**config.mk**
```make
export PLATFORM = sky130hd
export DESIGN_NAME = nor_test_unit
export DESIGN_NICKNAME = d
export VERILOG_FILES = /design/src/rtl/nor_test_unit.sv
export SDC_FILE = /design/constraint.sdc
export NUM_CORES = 1
export LEC_CHECK = 0
export CAP_MARGIN = 40
export CELL_PAD_IN_SITES_DETAIL_PLACEMENT = 0
export CELL_PAD_IN_SITES_GLOBAL_PLACEMENT = 2
export CORE_MARGIN = 2
export CORE_UTILIZATION = 20
export DETAILED_ROUTE_END_ITERATION = 8
export MAX_ROUTING_LAYER = met4
export PLACE_DENSITY_LB_ADDON = 0.1
export SLEW_MARGIN = 20
export SYNTH_ARGS = -nofsm -noshare
export SYNTH_HDL_FRONTEND = slang
export SYNTH_SLANG_ARGS = --single-unit
export TNS_END_PERCENT = 1
```
**constraint.sdc**
```tcl
create_clock -name clk -period 2.01 [get_ports clk]
set_input_delay 0.5025 -clock clk [delete_from_list [all_inputs] [get_ports clk]]
set_output_delay 0.5025 -clock clk [all_outputs]
set_load 0.03 [all_outputs]
```
**src/rtl/nor_test_unit.sv**
```systemverilog
// nor_test_unit: registered bitwise NOR with zero, all-ones and popcount status flags
module nor_test_unit #(
    parameter int WIDTH = 4,
    parameter int CNT_W = 3
) (
    input  logic             clk,
    input  logic             rst_n,
    input  logic             in_valid,
    input  logic [WIDTH-1:0] a,
    input  logic [WIDTH-1:0] b,
    output logic             out_valid,
    output logic [WIDTH-1:0] result,
    output logic             zero,
    output logic             all_ones,
    output logic [CNT_W-1:0] ones_cnt
);
    logic [WIDTH-1:0] w_nor;
    logic [CNT_W-1:0] w_cnt;
    logic             r_valid;
    logic [WIDTH-1:0] r_result;
    logic             r_zero;
    logic             r_all_ones;
    logic [CNT_W-1:0] r_cnt;

    assign w_nor     = ~(a | b);
    assign out_valid = r_valid;
    assign result    = r_result;
    assign zero      = r_zero;
    assign all_ones  = r_all_ones;
    assign ones_cnt  = r_cnt;

    // Popcount of the next result so flags register in the same edge as the data
    always_comb begin
        w_cnt = '0;
        for (int i = 0; i < WIDTH; i++)
            w_cnt = w_cnt + CNT_W'(w_nor[i]);
    end

    // Result and flags load only on valid input and otherwise hold; reset wins over in_valid
    always_ff @(posedge clk) begin
        if (!rst_n) begin
            r_valid    <= 1'b0;
            r_result   <= '0;
            r_zero     <= 1'b1;
            r_all_ones <= 1'b0;
            r_cnt      <= '0;
        end else begin
            r_valid <= in_valid;
            if (in_valid) begin
                r_result   <= w_nor;
                r_zero     <= ~|w_nor;
                r_all_ones <= &w_nor;
                r_cnt      <= w_cnt;
            end
        end
    end
endmodule

```
==> results of run 1 <==
-- routing by layer --
metal  vias up  share of wire (%)
li1        219                  -
met1       185                 49
met2        14                 43
met3         2                8.1
met4         0               0.37
met5         -                  0
-- cells in the mapped netlist, drive strengths merged --
cell	count
inv	3
buf	1
dfxtp	10
a21oi	4
fa	1
nand2b	5
o311ai	1
nand2	1
nor2	5
or3b	4
ha	4
and2	2
or2	2
and3b	1
mux2i	3
a41o	1
-- flip-flops by register name (all words and copies together), names as in the netlist --
name	cells
all_ones	1
ones_cnt	3
out_valid	1
result	4
zero	1
-- power groups by stage --
stage | Sequential [mW] | Clock (mW) | Combinational (mW)
after floorplan | 0.235 | 0 | 0.0321
after global routing | 0.213 | 0.155 | 0.123
after CTS | 0.212 | 0.144 | 0.109
after detailed placement | 0.216 | 0 | 0.109
final | 0.212 | 0.134 | 0.111
after global placement | 0.216 | 0 | 0.109
-- final cells by class --
| cell class | instances | area (sq um) | area share [%] |
|---|---|---|---|
| Inverter | 3 | 11.3 | 1.39 |
| Tap cell | 28 | 35.0 | 4.33 |
| Clock buffer | 3 | 22.5 | 2.79 |
| Timing Repair Buffer | 26 | 250 | 31.0 |
| Sequential cell | 10 | 200 | 24.8 |
| Multi-Input combinational cell | 34 | 289 | 35.8 |
-- tightest hold or removal path: stages (launching register included) --
cell and delay, ns:
dfxtp_1 0.31, nand2b_1 0.06, a21oi_1 0.06
-- worst max path at each step --
stage / end / slack [ns] / cells past startpoint
4_1_cts: ones_cnt[1] / 0.07 / 8
2_1_floorplan: ones_cnt[1] / 0.005 / 7
5_1_grt: ones_cnt[1] / 0.03 / 8
6_report: ones_cnt[1] / 0.12 / 8
3_3_place_gp: ones_cnt[1] / -0.49 / 8
3_5_place_dp: ones_cnt[1] / -0.50 / 8
-- metrics by stage --
step,cell area (sq um),cells,setup TNS [ns]
after CTS,788,103,0
final,808,104,0
after detailed placement,758,100,-1.23
after global placement,758,100,-1.22
after floorplan,480,48,0
after global routing,808,104,0
-- logic make-up after synthesis --
kind of cell	after synthesis	synth area share, %
and+or+nand+nor	20	25.5
DFF	10	41.7
AOI/OAI and AO/OA	6	8.07
adders and majority gates	5	14.6
buffers and inverters	4	3.91
muxes	3	6.25
-- timing repair --
| action | CTS | global route |
|---|---|---|
| gates resized for setup | 13 | 1 |
| pin swaps | 4 | 3 |
| setup endpoints to repair | 3 | 1 |
| hold buffers | 0 | 0 |
| setup buffers | 0 | 1 |
==> flow_summary.json, run 1 <==
{
  "critPathLaunch": "b[0]",
  "min_period_ns": 1.89,
  "drt-pass1-iter-count": 4,
  "path_class": "input port to flop",
  "start_kind": "input port",
  "antenna_cells": 0,
  "setup_viol": 0,
  "max_stage_delay_ns": 0.40,
  "grt_pass1_wl_microns": 1850,
  "grt.met1_usage_pct": 12.6,
  "final.setup.worst_slack_ns": 0.119,
  "antenna_left": 0,
  "slew_viol_final": 0,
  "antenna_found_initial": 0,
  "busiest_layer": "met2",
  "pre_cts_slack_ns": -0.495,
  "crit_fanout": 2,
  "end_kind": "flop",
  "cts-root-buf": "clkbuf_4",
  "die_x_microns": 53.0,
  "initial_utilization_pct": 21.5,
  "dp_hpwl_microns": 801,
  "final_core_util_pct": 36.2,
  "cts_buffer_depth": 2,
  "insertion_delay_ns": 0.26,
  "synth_cells": 48,
  "ir_worst_vdd_uv": 495,
  "wirelength_microns": 1080,
  "slew-limit-headroom_pct": 79.3,
  "hp-class": "flop to flop",
  "cts.sinks": 10,
  "period_share_pct": 94.1,
  "cellPowerDensity_nw_per_um2": 565,
  "fp.coreArea_sq_um": 2230,
  "yosys.area.top_type": "dfxtp_1",
  "dieArea_sq_um": 2810,
  "drtIter0Drc": 1,
  "globalplace.congestion": 0.663,
  "worst_slew_pin_slew_ns": 0.309,
  "grt_usage_pct": 9.80,
  "rsz0062_at_grt": "false",
  "min_to": "result[3]",
  "maxCapViolCount": 0,
  "wl_per_cell_microns": 10.4,
  "power_frac_comb_pct": 24.3,
  "grt-ovfl-total": 0,
  "via_per_inst": 4.04,
  "drc": 0,
  "grt_start_max_net_pins": 17,
  "finalClockSkew_ns": 0,
  "numPortBuffers": 20,
  "seq_area_frac_synth_pct": 41.7,
  "grt_use_met3_pct": 6.21,
  "hold_path_startpoint": "result[3]",
  "rr_worst_depth": 2,
  "tritoncts": "built",
  "synth_area_per_cell_sq_um": 10.0,
  "fin_nets": 94,
  "cts.clk_slew.worst_paths_ns": 0.06,
  "cp_num_buf_inv": 2,
  "crit_chain": "dlygate4sd2_1 -> or2_4 -> inv_2 -> fa_1 -> ha_2 -> ha_4 -> mux2i_1 -> nor2_1",
  "p_int_uw": 335,
  "status": "completed",
  "cp_slowest_cell": "fa_1",
  "worstPathRequired_ns": 2.16,
  "r2r_end": "all_ones",
  "gr-usage-met2_pct": 13.1,
  "fin_hold_ws_ns": 0.472,
  "synth.area.top_cells": "dfxtp_1, ha_1, or3b_1",
  "ys_ff_latch": 10,
  "numCtsBuffers": 3,
  "drive_gt1_share_pct": 21.1,
  "die_h_microns": 53.0,
  "rows": 17,
  "hold_violations": 0,
  "pwr-share-seq_pct": 46.3,
  "htree_levels": 1,
  "syn2layout_area_growth_pct": 68.2,
  "p_sw_uw": 122,
  "fmax_ghz": 0.529,
  "pwr-share-clk_pct": 29.3,
  "r2r_start": "all_ones",
  "r2r_slack_ns": 1.25,
  "synth_nets": 64,
  "crit_family": "adder cells",
  "mostFrequentLayoutCells": "clkdlybuf4s50_1, dfxtp_1, dlygate4sd2_1",
  "final_common_cell": "clkdlybuf4s50_1",
  "syn_area_sq_um": 480,
  "num_vias": 420,
  "ys_warn_count": 0,
  "nFillCells": 237,
  "leakagePower_nw": 0.355,
  "arrival_ns": 2.04,
  "ys_types": 16,
  "power.total_uw": 457,
  "io_pins": 21,
  "synth_top_area_share_pct": 41.7,
  "grt_pass1_vias": 406,
  "switching_share_pct": 26.6,
  "holdPathStages": 2
}
Note: power is estimated with default switching activity, not from simulation.
==> run 2: changes to the inputs <==
--- a/config.mk
+++ b/config.mk
@@ -13,6 +13,7 @@
 export DETAILED_ROUTE_END_ITERATION = 8
 export MAX_ROUTING_LAYER = met4
 export PLACE_DENSITY_LB_ADDON = 0.1
+export SETUP_SLACK_MARGIN = 0.3
 export SLEW_MARGIN = 20
 export SYNTH_ARGS = -nofsm -noshare
 export SYNTH_HDL_FRONTEND = slang
==> run 2 against run 1 <==
Net effect: worst setup slack improved by 0.10 ns; count of clock-buffer cells in the layout rose by 1; core utilization fell by 0.78 points; via count rose by 1.9%; sequential power barely moved; critical endpoint unchanged; sequential cell count did not move; non-clock buffer count fell by 1.
==> flow_summary.json, run 2 (synthesis gave the netlist of run 1 again) <==
{
  "num_vias": 428,
  "crit_chain": "buf_2 -> or2_4 -> inv_2 -> fa_1 -> ha_2 -> ha_4 -> mux2i_1 -> nor2_1",
  "grt_usage_pct": 9.88,
  "mostFrequentLayoutCells": "clkdlybuf4s50_1, dfxtp_1, nand2b_1, buf_4",
  "r2r_start": "all_ones",
  "grt_pass1_wl_microns": 1900,
  "status": "completed",
  "nFillCells": 256,
  "cp_slowest_cell": "fa_1",
  "grt_pass1_vias": 438,
  "ir_worst_vdd_uv": 390,
  "numCtsBuffers": 3,
  "leakagePower_nw": 0.369,
  "antenna_left": 0,
  "cellPowerDensity_nw_per_um2": 635,
  "via_per_inst": 4.12,
  "min_period_ns": 1.79,
  "post_dp_cell_area_sq_um": 758,
  "drive_gt1_share_pct": 26.3,
  "final_common_cell": "clkdlybuf4s50_1",
  "antenna_cells": 0,
  "crit_family": "adder cells",
  "dieArea_sq_um": 2810,
  "critPathLaunch": "a[0]",
  "dp_hpwl_microns": 831,
  "htree_levels": 1,
  "setup_tns_ns": 0,
  "cts_hold_buffers": 0,
  "worstPathRequired_ns": 2.16,
  "end_kind": "flop",
  "finalClockSkew_ns": 0,
  "cts.sinks": 10,
  "largest_reg_flops": 4,
  "io_pins": 21,
  "drtIter0Drc": 1,
  "final_area_sq_um": 791,
  "fmax_ghz": 0.559,
  "syn2layout_area_growth_pct": 64.6,
  "fp.coreArea_sq_um": 2230,
  "drt-pass1-iter-count": 2,
  "cp_num_buf_inv": 2,
  "antenna_found_initial": 0,
  "path_class": "input port to flop",
  "wl_per_cell_microns": 10.3,
  "die_h_microns": 53.0,
  "slew_viol_final": 0,
  "maxCapViolCount": 0,
  "start_kind": "input port",
  "tritoncts": "built",
  "die_x_microns": 53.0,
  "max_stage_delay_ns": 0.41,
  "rsz0062_at_grt": "true",
  "grt_start_max_net_pins": 11,
  "slew-limit-headroom_pct": 78.6,
  "cts_buffer_depth": 2,
  "hold_violations": 0,
  "crit_fanout": 2,
  "setup_viol": 0,
  "period_share_pct": 89.0,
  "hold_path_startpoint": "result[3]",
  "arrival_ns": 1.94,
  "grt-ovfl-total": 0,
  "fin_nets": 93,
  "numPortBuffers": 20,
  "wirelength_microns": 1070,
  "worst_slew_pin_slew_ns": 0.320,
  "drc": 0,
  "hp-class": "flop to flop",
  "insertion_delay_ns": 0.27,
  "rows": 17,
  "initial_utilization_pct": 21.5,
  "globalplace.congestion": 0.680,
  "cts.clk_slew.worst_paths_ns": 0.07,
  "cts-root-buf": "clkbuf_4"
}
## run 2: cell count changes in the layout (fill, tap and decap cells not counted)
cell / delta
buf_2: +4
dlygate4sd2_1: -5
clkdlybuf4s15_1: +2
dlymetal6s2s_1: +1
buf_12: -1
clkbuf_8: +1
clkdlybuf4s50_1: -2
## run 2: timing repair
action / 4_1_cts / 5_1_grt
pin swaps: 6 / 0
cloned: 0 / 0
endpoints found under the setup margin: 13 / 11
resized for setup: 22 / 2
buffers inserted: 1 / 0
## run 2: power by group
part | internal [mW] | switching, mW
clock | 0.110 | 0.0752
sequential | 0.207 | 0.00386
combinational | 0.0541 | 0.0518
total | 0.371 | 0.131
## run 2: metrics by stage
step	hold WS (ns)	setup WS [ns]	instances	total power, mW	util (%)
floorplan	0.581	0.137	48	0.272	-
global placement	0.459	-0.365	99	0.326	33.9
detailed placement	0.462	-0.377	99	0.326	33.9
CTS	0.472	0.215	104	0.513	35.1
global route	0.497	0.177	104	0.537	35.4
finish	0.470	0.221	104	0.502	35.4
## run 2: metal layers
layer  wire, microns  GRT usage [%]  up-vias  share of wire, %
li1                -              -      218                 -
met1             503           12.7      193                47
met2             462           14.8       15                43
met3              96           4.24        2               9.0
met4               6           1.28        0              0.56
met5               0              -        -                 0
## run 2: tightest hold or removal path, cell delays in order, from the launching register on
cell	delay (ns)
dfxtp_1	0.31
nand2b_1	0.06
a21oi_1	0.05
## run 2: final timing paths
| check | cells after the start | to | slack (ns) |
|---|---|---|---|
| worst max register to register | 2 | all_ones | 1.25 |
| worst min-delay path | 2 | result[3] | 0.47 |
| worst max-delay path | 8 | ones_cnt[1] | 0.22 |
| worst min register to register | 2 | result[3] | 0.47 |
## run 2: final cells by class
type	instances	area [sq um]	area share, %
well taps	28	35.0	4.43
clock buffers	4	36.3	4.59
repair buffers	25	219	27.7
inverters	3	11.3	1.42
multi-input cells	34	289	36.6
flip-flops and latches	10	200	25.3
==> run 3: changes to the inputs <==
--- a/config.mk
+++ b/config.mk
@@ -18,4 +18,3 @@
 export SYNTH_ARGS = -nofsm -noshare
 export SYNTH_HDL_FRONTEND = slang
 export SYNTH_SLANG_ARGS = --single-unit
-export TNS_END_PERCENT = 1
==> run 3 against run 2 <==
Net effect: clock skew unchanged; cell count is 3.8% higher; critical path depth unchanged; sequential cell count unchanged; die area stayed put; largest power group unchanged; highest routed layer unchanged.
==> flow_summary.json, run 3 (synthesis gave the netlist of run 1 again) <==
{
  "status": "completed",
  "grt-ovfl-total": 0,
  "crit_chain": "buf_6 -> or2_4 -> inv_2 -> fa_1 -> ha_2 -> ha_4 -> mux2i_1 -> nor2_1",
  "grt_pass1_vias": 436,
  "numCtsBuffers": 3,
  "wl_per_cell_microns": 10.9,
  "drtIter0Drc": 7,
  "rows": 17,
  "worstPathRequired_ns": 2.17,
  "finalClockSkew_ns": 0,
  "dp_hpwl_microns": 851,
  "drc": 0,
  "nFillCells": 262,
  "dieArea_sq_um": 2810,
  "mostFrequentLayoutCells": "dfxtp_1, dlygate4sd2_1, buf_4",
  "cts.clk_slew.worst_paths_ns": 0.08,
  "wirelength_microns": 1180,
  "arrival_ns": 1.87,
  "antenna_found_initial": 0,
  "start_kind": "input port",
  "cts-root-buf": "clkbuf_4",
  "largest_reg_flops": 4,
  "path_class": "input port to flop",
  "via_per_inst": 4.07,
  "insertion_delay_ns": 0.27,
  "post_dp_cell_area_sq_um": 766,
  "grt_start_max_net_pins": 15,
  "fin_hold_ws_ns": 0.470,
  "final_area_sq_um": 817,
  "antenna_left": 0,
  "r2r_slack_ns": 1.25,
  "dp_cells": 100,
  "fp.coreArea_sq_um": 2230,
  "io_pins": 21,
  "fmax_ghz": 0.585,
  "min_period_ns": 1.71,
  "die_x_microns": 53.0,
  "worst_slew_pin_slew_ns": 0.410,
  "cts_buffer_depth": 2,
  "hold_violations": 0,
  "maxCapViolCount": 0,
  "leakagePower_nw": 0.406,
  "cp_slowest_cell": "fa_1",
  "tritoncts": "built",
  "crit_fanout": 2,
  "die_h_microns": 53.0,
  "initial_utilization_pct": 21.5,
  "cts.sinks": 10,
  "syn2layout_area_growth_pct": 70.1,
  "stdcell_count": 108,
  "period_share_pct": 85.1,
  "crit_family": "adder cells",
  "drt-pass1-iter-count": 4,
  "numPortBuffers": 20,
  "end_kind": "flop",
  "globalplace.congestion": 0.681,
  "cp_num_buf_inv": 2,
  "grt_pass1_wl_microns": 1950,
  "htree_levels": 1,
  "drive_gt1_share_pct": 31.3,
  "setup_tns_ns": 0,
  "slew_viol_final": 0,
  "cellPowerDensity_nw_per_um2": 623,
  "ir_worst_vdd_uv": 332,
  "num_vias": 440,
  "max_stage_delay_ns": 0.41,
  "final_core_util_pct": 36.6,
  "hp-class": "flop to flop",
  "slew-limit-headroom_pct": 72.6,
  "rsz0062_at_grt": "true",
  "grt_usage_pct": 10.6,
  "setup_viol": 0,
  "antenna_cells": 0,
  "fin_nets": 97
}
run 3: cell count changes in the layout (fill, tap and decap cells not counted), sizes merged:
cell / before / now
dlygate4sd2: 1 / 10
clkdlybuf4s50: 12 / 4
buf: 9 / 13
clkbuf: 4 / 5
clkdlybuf4s15: 2 / 1
dlymetal6s2s: 1 / 0
run 3: worst paths after layout:
check        cells past startpoint          end      start
max                              8  ones_cnt[1]       b[1]
min                              2    result[2]  result[2]
max reg2reg                      2     all_ones   all_ones
min reg2reg                      2    result[2]  result[2]
run 3: per-layer routing:
metal,up-vias,global-route usage (%),wire length (microns)
li1,227,-,-
met1,192,12.9,521
met2,17,14.6,506
met3,4,3.11,107
met4,0,7.69,43
met5,-,-,0
run 3: worst min-delay path, cell delays in order, from the launching register on:
cell      delay (ns)
dfxtp_1         0.31
nand2b_1        0.06
a21oi_1         0.06
run 3: power by group:
part	internal, mW	switching (mW)	total (mW)
Clock	0.110	0.0795	0.189
Sequential	0.207	0.00352	0.211
Combinational	0.0546	0.0537	0.108
Total	0.372	0.137	0.509
run 3: final cells by class:
class                           instances  area (sq um)  share of cell area (%)
Timing Repair Buffer                   29           243                    29.7
Sequential cell                        10           200                    24.5
Multi-Input combinational cell         34           289                    35.4
Inverter                                3          13.8                    1.68
Clock buffer                            4          36.3                    4.44
Tap cell                               28          35.0                    4.29
run 3: repair_timing:
| action | CTS | global route |
|---|---|---|
| endpoints found under the setup margin | 13 | 2 |
| pin swaps | 6 | 7 |
| gates resized for setup | 30 | 5 |
| cloned | 0 | 0 |
| hold buffers | 0 | 0 |
| buffers inserted | 2 | 2 |
run 3: per-stage QoR:
step / worst slack (ns) / total power [mW]
2_1_floorplan: 0.137 / 0.272
3_3_place_gp: -0.348 / 0.328
3_5_place_dp: -0.350 / 0.328
4_1_cts: 0.243 / 0.508
5_1_grt: 0.220 / 0.540
6_report: 0.299 / 0.509
